## src/rtl/spi_slave_regs_if.sv

```systemverilog
// 4-wire SPI bus bundle shared by the Wishbone-SPI master and the on-chip register slave.
interface spi_slave_regs_if;
  logic spi_sck;
  logic spi_mosi;
  logic spi_ss;
  logic spi_miso;

  modport master (output spi_sck, output spi_mosi, output spi_ss, input spi_miso);
  modport slave  (input spi_sck, input spi_mosi, input spi_ss, output spi_miso);
endinterface

```

## src/rtl/spi_slave_regs.sv

```systemverilog
// SPI mode-0 slave exposing a byte register file via an EEPROM-style command set
// (WREN/WRDI/RDSR/READ/WRITE), with a local read port and a per-write irq pulse.
module spi_slave_regs #(
  parameter int ADDR_W = 4
) (
  input  logic              clk,
  input  logic              rst,
  spi_slave_regs_if.slave   spi,
  output logic              irq,
  input  logic [ADDR_W-1:0] reg_addr,
  output logic [7:0]        reg_rdata
);
  localparam int DEPTH = 1 << ADDR_W;
  localparam logic [ADDR_W-1:0] ADDR_ONE = ADDR_W'(1);
  localparam logic [7:0] CMD_WREN  = 8'h06;
  localparam logic [7:0] CMD_WRDI  = 8'h04;
  localparam logic [7:0] CMD_RDSR  = 8'h05;
  localparam logic [7:0] CMD_WRITE = 8'h02;
  localparam logic [7:0] CMD_READ  = 8'h03;

  typedef enum logic [2:0] {S_IDLE, S_CMD, S_ADDR, S_WDATA, S_RDATA, S_IGNORE} state_t;

  state_t            state_q, state_d;
  logic [2:0]        sck_q, ss_q;
  logic [1:0]        mosi_q;
  logic              sck_rise, sck_fall, ss_rise, ss_fall;
  logic [2:0]        bit_cnt;
  logic [7:0]        rx_sr, tx_sr;
  logic              byte_vld, skip_fall;
  logic [ADDR_W-1:0] addr_q, addr_nxt;
  logic              wel_q, op_wr_q, status_q;
  logic [7:0]        mem [DEPTH];

  logic              wel_set, wel_clr, tx_ld, mem_we, addr_ld, addr_inc;
  logic              op_wr_set, status_set;
  logic [7:0]        tx_ld_val;

  // Edges come from stages 2 and 3; stage 2 is the settled level.
  assign sck_rise = sck_q[1] & ~sck_q[2];
  assign sck_fall = ~sck_q[1] & sck_q[2];
  assign ss_rise  = ss_q[1] & ~ss_q[2];
  assign ss_fall  = ~ss_q[1] & ss_q[2];
  assign addr_nxt = addr_q + ADDR_ONE;

  assign spi.spi_miso = ~ss_q[1] & tx_sr[7];

  always_ff @(posedge clk or negedge rst) begin
    if (!rst) state_q <= S_IDLE;
    else      state_q <= state_d;
  end

  always_comb begin
    state_d    = state_q;
    wel_set    = 1'b0;
    wel_clr    = 1'b0;
    tx_ld      = 1'b0;
    tx_ld_val  = 8'h00;
    mem_we     = 1'b0;
    addr_ld    = 1'b0;
    addr_inc   = 1'b0;
    op_wr_set  = 1'b0;
    status_set = 1'b0;
    if (ss_rise) begin
      state_d = S_IDLE;
      wel_clr = op_wr_q;
    end else if (ss_fall) begin
      state_d = S_CMD;
    end else if (byte_vld) begin
      case (state_q)
        S_CMD: begin
          case (rx_sr)
            CMD_WREN:  begin wel_set = 1'b1; state_d = S_IGNORE; end
            CMD_WRDI:  begin wel_clr = 1'b1; state_d = S_IGNORE; end
            CMD_RDSR: begin
              tx_ld      = 1'b1;
              tx_ld_val  = {6'b0, wel_q, 1'b0};
              status_set = 1'b1;
              state_d    = S_RDATA;
            end
            CMD_WRITE: begin op_wr_set = 1'b1; state_d = S_ADDR; end
            CMD_READ:  state_d = S_ADDR;
            default:   state_d = S_IGNORE;
          endcase
        end
        S_ADDR: begin
          addr_ld = 1'b1;
          if (op_wr_q) begin
            state_d = S_WDATA;
          end else begin
            tx_ld     = 1'b1;
            tx_ld_val = mem[rx_sr[ADDR_W-1:0]];
            state_d   = S_RDATA;
          end
        end
        // Address advances even when WEL drops the byte.
        S_WDATA: begin
          mem_we   = wel_q;
          addr_inc = 1'b1;
        end
        S_RDATA: begin
          tx_ld = 1'b1;
          if (status_q) begin
            tx_ld_val = {6'b0, wel_q, 1'b0};
          end else begin
            addr_inc  = 1'b1;
            tx_ld_val = mem[addr_nxt];
          end
        end
        default: ;
      endcase
    end
  end

  always_ff @(posedge clk or negedge rst) begin
    if (!rst) begin
      sck_q     <= '0;
      ss_q      <= '0;
      mosi_q    <= '0;
      bit_cnt   <= '0;
      rx_sr     <= '0;
      tx_sr     <= '0;
      byte_vld  <= 1'b0;
      skip_fall <= 1'b0;
      addr_q    <= '0;
      wel_q     <= 1'b0;
      op_wr_q   <= 1'b0;
      status_q  <= 1'b0;
      irq       <= 1'b0;
    end else begin
      sck_q    <= {sck_q[1:0], spi.spi_sck};
      ss_q     <= {ss_q[1:0], spi.spi_ss};
      mosi_q   <= {mosi_q[0], spi.spi_mosi};
      byte_vld <= 1'b0;
      irq      <= mem_we;
      if (ss_rise || ss_fall) begin
        bit_cnt   <= '0;
        rx_sr     <= '0;
        tx_sr     <= '0;
        skip_fall <= 1'b0;
        op_wr_q   <= 1'b0;
        status_q  <= 1'b0;
      end else begin
        if (sck_rise && state_q != S_IDLE) begin
          rx_sr    <= {rx_sr[6:0], mosi_q[1]};
          bit_cnt  <= bit_cnt + 3'd1;
          byte_vld <= (bit_cnt == 3'd7);
        end
        // The fall right after a reload closes the previous byte; keep bit 7 on the pin.
        if (tx_ld) begin
          tx_sr     <= tx_ld_val;
          skip_fall <= 1'b1;
        end else if (sck_fall && state_q != S_IDLE) begin
          if (skip_fall) skip_fall <= 1'b0;
          else           tx_sr     <= {tx_sr[6:0], 1'b0};
        end
        if (op_wr_set)  op_wr_q  <= 1'b1;
        if (status_set) status_q <= 1'b1;
      end
      if (wel_set)      wel_q <= 1'b1;
      else if (wel_clr) wel_q <= 1'b0;
      if (addr_ld)       addr_q <= rx_sr[ADDR_W-1:0];
      else if (addr_inc) addr_q <= addr_nxt;
    end
  end

  // Local read port is write-first against a same-cycle SPI commit.
  always_ff @(posedge clk or negedge rst) begin
    if (!rst) begin
      for (int i = 0; i < DEPTH; i++) mem[i] <= 8'h00;
      reg_rdata <= 8'h00;
    end else begin
      if (mem_we) mem[addr_q] <= rx_sr;
      reg_rdata <= (mem_we && reg_addr == addr_q) ? rx_sr : mem[reg_addr];
    end
  end
endmodule

```

## src/flat_wrapper.sv

```systemverilog
// flat-port wrapper written by rule: the top's interface ports become plain ports
module spi_slave_regs_flat 
#(
  parameter int ADDR_W = 4
)
  (clk, rst, irq, reg_addr, reg_rdata, spi_spi_sck, spi_spi_mosi, spi_spi_ss, spi_spi_miso);
  spi_slave_regs_if spi_i ();
  input  logic clk;
  input  logic rst;
  output logic irq;
  input  logic [ADDR_W-1:0] reg_addr;
  output logic [7:0] reg_rdata;
  input wire logic [$bits(spi_i.spi_sck)-1:0] spi_spi_sck;
  input wire logic [$bits(spi_i.spi_mosi)-1:0] spi_spi_mosi;
  input wire logic [$bits(spi_i.spi_ss)-1:0] spi_spi_ss;
  output wire logic [$bits(spi_i.spi_miso)-1:0] spi_spi_miso;
  assign spi_i.spi_sck = spi_spi_sck;
  assign spi_i.spi_mosi = spi_spi_mosi;
  assign spi_i.spi_ss = spi_spi_ss;
  assign spi_spi_miso = spi_i.spi_miso;
  spi_slave_regs #(.ADDR_W(ADDR_W)) u_core (.clk(clk), .rst(rst), .spi(spi_i), .irq(irq), .reg_addr(reg_addr), .reg_rdata(reg_rdata));
endmodule
```

## config.mk

```make
export PLATFORM = sky130hd
export DESIGN_NAME = spi_slave_regs_flat
export DESIGN_NICKNAME = d
export VERILOG_FILES = /design/src/rtl/spi_slave_regs_if.sv /design/src/rtl/spi_slave_regs.sv /design/src/flat_wrapper.sv
export SDC_FILE = /design/constraint.sdc
export NUM_CORES = 1
export LEC_CHECK = 0
export ABC_CLOCK_PERIOD_IN_PS = 3300
export CORE_UTILIZATION = 50
export CTS_CLUSTER_SIZE = 10
export DETAILED_ROUTE_END_ITERATION = 10
export HOLD_SLACK_MARGIN = 0.08
export MAX_ROUTING_LAYER = met4
export PLACE_DENSITY_LB_ADDON = 0.05
export SLEW_MARGIN = 20
export SYNTH_ARGS = -nofsm -noshare
export SYNTH_HDL_FRONTEND = slang
export SYNTH_SLANG_ARGS = --single-unit
```

## constraint.sdc

```tcl
create_clock -name clk -period 3.3 [get_ports clk]
set_input_delay 0.66 -clock clk [delete_from_list [all_inputs] [get_ports clk]]
set_output_delay 0.66 -clock clk [all_outputs]
set_load 0.02 [all_outputs]
```

==> report_table.html <==
<table>
<tr><th>Metric</th><th>Value</th></tr>
<tr><th colspan="2">Outcome</th></tr>
<tr><td>Result of the run</td><td>finished clean</td></tr>
<tr><th colspan="2">Setup path</th></tr>
<tr><td>Kind of critical path</td><td>flop to flop</td></tr>
<tr><td>Critical path arrival</td><td>3.10 ns</td></tr>
<tr><td>Crit path capture type</td><td>flop</td></tr>
<tr><td>CP startpoint kind</td><td>flop</td></tr>
<tr><td>WP data required</td><td>about 3.6 ns</td></tr>
<tr><td>Maximum fanout encountered on the critical timing path</td><td>11</td></tr>
<tr><td>Depth of the worst register-to-register path</td><td>8</td></tr>
<tr><th colspan="2">Pwr</th></tr>
<tr><td>Final Total Pwr</td><td>4.49 mW</td></tr>
<tr><td>Leak pwr</td><td>around 5.2 nW</td></tr>
<tr><td>Worst VDD drop</td><td>0.324 mV</td></tr>
<tr><td>Power per cell area</td><td>388 mW/mm2</td></tr>
<tr><th colspan="2">Route</th></tr>
<tr><td>First-pass iteration count of the detailed router</td><td>5</td></tr>
<tr><td>Number of design rule violations left after detail routing</td><td>0</td></tr>
<tr><td>Total routed wirelength</td><td>27.5 mm</td></tr>
<tr><td>Post-DRT Antenna Nets</td><td>0</td></tr>
<tr><td>Routed wire per std cell</td><td>27.8 um</td></tr>
<tr><td>Post-DR vias/cell</td><td>6.68</td></tr>
<tr><td>DR iter-0 viols</td><td>469</td></tr>
<tr><td>Count of vias placed by the detailed router</td><td>6605</td></tr>
<tr><th colspan="2">Place</th></tr>
<tr><td>Area after detailed placement</td><td>0.0110 mm2</td></tr>
<tr><td>Worst slack at placement</td><td>0.459 ns</td></tr>
<tr><td>Half-perimeter wire length of the detailed placement result</td><td>between 15 and 20 mm</td></tr>
<tr><td>Port Buffer Count</td><td>18</td></tr>
<tr><td>Placer Congestion</td><td>slightly below 0.9</td></tr>
<tr><td>Inst Count DP</td><td>957</td></tr>
<tr><th colspan="2">Synthesis</th></tr>
<tr><td>Fraction of registers with async set/reset</td><td>1.00</td></tr>
<tr><td>Synth top area cells</td><td>sky130_fd_sc_hd__dfrtp_1 (42%), sky130_fd_sc_hd__mux4_2 (15%), sky130_fd_sc_hd__mux2_2 (14%)</td></tr>
<tr><td>Adder-Cell Fraction of Synth Area</td><td>0.00950</td></tr>
<tr><td>Mux cell area share after synthesis</td><td>0.425</td></tr>
<tr><td>Post-synthesis sequential area ratio</td><td>0.418</td></tr>
<tr><td>Top FF cell, synth</td><td>sky130_fd_sc_hd__dfrtp_1</td></tr>
<tr><td>Largest family of logic cells by synthesized area</td><td>multiplexers</td></tr>
<tr><td>Number of unique standard cell types used by synthesis</td><td>59</td></tr>
<tr><td>Synthesis warning total</td><td>0</td></tr>
<tr><td>Commonest cells in the synthesized netlist</td><td>sky130_fd_sc_hd__dfrtp_1 (176), sky130_fd_sc_hd__mux2_2 (131), sky130_fd_sc_hd__mux4_2 (72)</td></tr>
<tr><td>Synthesized area per cell</td><td>roughly 15 um2</td></tr>
<tr><td>Dominant cell by count in the synthesized netlist</td><td>sky130_fd_sc_hd__dfrtp_1</td></tr>
<tr><td>Post-synthesis cell count</td><td>697</td></tr>
<tr><td>Post-synthesis simple-gate area fraction</td><td>0.0725</td></tr>
<tr><td>Post-synthesis cell type with the largest combined area</td><td>sky130_fd_sc_hd__dfrtp_1</td></tr>
<tr><td>Flops &amp; latches, synth</td><td>around 180</td></tr>
<tr><td>XOR/XNOR Fraction of Synth Area</td><td>0.00665</td></tr>
<tr><td>Synthesized cell area</td><td>0.0105 mm2</td></tr>
<tr><td>Post-synth top area share</td><td>0.418</td></tr>
<tr><td>Number of enable-type register cells in the synthesized netlist</td><td>0</td></tr>
<tr><td>Synth Area in Compound Gates</td><td>0.0303</td></tr>
<tr><td>Net count after synthesis</td><td>just over 700</td></tr>
<tr><th colspan="2">Timing</th></tr>
<tr><td>Final number of setup-violating endpoints</td><td>0</td></tr>
<tr><td>RSZ-0062 raised after global routing</td><td>false</td></tr>
<tr><td>Fin. Hold Viols</td><td>0</td></tr>
<tr><td>Achievable frequency</td><td>around 360 MHz</td></tr>
<tr><td>Worst slew margin</td><td>0.433</td></tr>
<tr><td>Worst Slack Setup Final</td><td>0.508 ns</td></tr>
<tr><td>WHS</td><td>between 0.2 and 0.3 ns</td></tr>
<tr><td>Clock tree skew after final layout</td><td>0.00953 ns</td></tr>
<tr><td>Period Utilization, post-route</td><td>0.846</td></tr>
<tr><td>Final total negative setup slack</td><td>0 ns</td></tr>
<tr><td>Final max-slew violation count</td><td>0</td></tr>
<tr><td>Minimum period implied by the final worst setup slack</td><td>2.79 ns</td></tr>
<tr><td>Tightest Pin Transition</td><td>around 0.85 ns</td></tr>
<tr><th colspan="2">GRT</th></tr>
<tr><td>Total routing usage reported by global routing</td><td>0.280</td></tr>
<tr><td>Global-route wire length before repair</td><td>42.9 mm</td></tr>
<tr><td>GRT Residual Overflow</td><td>0</td></tr>
<tr><td>Number of antenna violations at the first check in global routing</td><td>0</td></tr>
<tr><td>Pin count of the biggest net entering global routing</td><td>74</td></tr>
<tr><td>Via count of the first global-routing pass</td><td>between 6000 and 7000</td></tr>
<tr><th colspan="2">Clocking</th></tr>
<tr><td>Clock root buffer</td><td>sky130_fd_sc_hd__clkbuf_16</td></tr>
<tr><td>Total clock buffers created by CTS</td><td>17</td></tr>
<tr><td>Post-CTS repair timing setup buffer count</td><td>0</td></tr>
<tr><td>Quantity of gates resized following cts</td><td>0</td></tr>
<tr><td>TritonCTS sink count</td><td>176</td></tr>
<tr><td>Number of buffers between clock root and the deepest sink</td><td>2</td></tr>
<tr><td>CTS clock-pin slew for the worst setup and hold paths</td><td>0.07 ns</td></tr>
<tr><td>Worst skew pair latency</td><td>0.43 ns</td></tr>
<tr><td>Number of hold buffers added after cts</td><td>0</td></tr>
<tr><td>Clock tree from TritonCTS</td><td>yes</td></tr>
<tr><td>H-tree levels</td><td>4</td></tr>
<tr><th colspan="2">Die</th></tr>
<tr><td>Core region area</td><td>0.0204 mm2</td></tr>
<tr><td>Die Ht</td><td>147 um</td></tr>
<tr><td>Initial standard-cell utilization of the core</td><td>0.515</td></tr>
<tr><td>Io pins</td><td>19</td></tr>
<tr><td>Number of placement rows</td><td>52</td></tr>
<tr><td>Die outline area</td><td>0.0216 mm2</td></tr>
<tr><td>Die Span X</td><td>about 150 um</td></tr>
<tr><th colspan="2">Final layout</th></tr>
<tr><td>Fin cells</td><td>989</td></tr>
<tr><td>Proportion of layout cells with a drive suffix above 1</td><td>0.420</td></tr>
<tr><td>Antenna diode count</td><td>0</td></tr>
<tr><td>Fillers</td><td>1632</td></tr>
<tr><td>Cell area after layout</td><td>0.0116 mm2</td></tr>
<tr><td>End-of-flow core utilization</td><td>0.567</td></tr>
<tr><td>Seq. cell area</td><td>between 0.004 and 0.005 mm2</td></tr>
<tr><td>Layout overhead on the synthesized area</td><td>9.93%</td></tr>
<tr><td>Number of nets in the layout</td><td>723</td></tr>
<tr><td>Footprint of the multi-input gates</td><td>0.00575 mm2</td></tr>
<tr><th colspan="2">Min path</th></tr>
<tr><td>Class of the tightest hold or removal check</td><td>input port to async pin</td></tr>
<tr><th colspan="2">Flow run</th></tr>
<tr><td>Number of maximum-capacitance constraint violations</td><td>0</td></tr>
</table>
-- power breakdown --
part / internal [mW] / switching [mW]
combinational: 0.118 / 0.176
sequential: 2.18 / 0.0485
clock: 1.06 / 0.913
total: 3.36 / 1.14
-- cell families after synthesis --
family,Yosys count
compound gates,47
buf+inv,68
mux,285
flops,176
xor+xnor,8
simple gates,105
fa+ha+maj,8
-- critical path, stage by stage (launching register included) --
cell,delay [ns]
sky130_fd_sc_hd__dfrtp_1,0.38
sky130_fd_sc_hd__inv_1,0.06
sky130_fd_sc_hd__ha_1,0.27
sky130_fd_sc_hd__nor3b_4,0.36
sky130_fd_sc_hd__and4_1,0.24
sky130_fd_sc_hd__buf_4,0.21
sky130_fd_sc_hd__buf_4,0.30
sky130_fd_sc_hd__nand4_2,0.41
sky130_fd_sc_hd__mux2_2,0.43
-- cell type report --
class	instances	share of cell area
inverters	9	0.00292
flip-flops and latches	176	0.381
clock inverters	13	0.0112
multi-input cells	453	0.497
well taps	270	0.0292
repair buffers	49	0.0418
clock buffers	19	0.0374
-- path summary, 6_finish.rpt --
kind,startpoint,to,slack [ns]
worst max-delay path,u_core.ss_q[1],u_core.mem[19],0.51
worst min-delay path,rst,u_core.mem[114],0.25
worst max register to register,u_core.ss_q[1],u_core.mem[19],0.51
worst min register to register,u_core.mosi_q[0],u_core.mosi_q[1],0.35
max in group asynchronous,rst,u_core.mem[109],2.29
min in group clk,u_core.mosi_q[0],u_core.mosi_q[1],0.35
-- cells in the final DEF (no fill, tap or decap), types with 10 or more instances in the layout --
cell type and count:
sky130_fd_sc_hd__a211oi_1 10, sky130_fd_sc_hd__clkdlybuf4s50_1 16, sky130_fd_sc_hd__mux4_2 72, sky130_fd_sc_hd__clkbuf_16 17
sky130_fd_sc_hd__nor2_1 26, sky130_fd_sc_hd__mux4_1 32, sky130_fd_sc_hd__mux2i_1 42, sky130_fd_sc_hd__nor2b_1 10
sky130_fd_sc_hd__mux2_2 131, sky130_fd_sc_hd__buf_4 25, sky130_fd_sc_hd__dfrtp_1 174
-- flip-flops by register name, summed over array words and instances, names as in the netlist --
name              cells
u_core.op_wr_q        1
u_core.addr_q         4
u_core.bit_cnt        3
u_core.sck_q          3
u_core.wel_q          1
u_core.tx_sr          8
u_core.status_q       1
u_core.reg_rdata      8
u_core.skip_fall      1
u_core.ss_q           3
u_core.rx_sr          8
u_core.state_q        3
u_core.irq            1
u_core.byte_vld       1
u_core.mosi_q         2
u_core.mem          128
-- layer usage --
layer / track usage / up-vias / part of all wire
met4: 0.0557 / 0 / 0.0087
li1: - / 2795 / -
met1: 0.408 / 3556 / 0.47
met5: - / - / 0
met3: 0.0475 / 19 / 0.054
met2: 0.416 / 235 / 0.47
(Power assumes the default switching activity.)
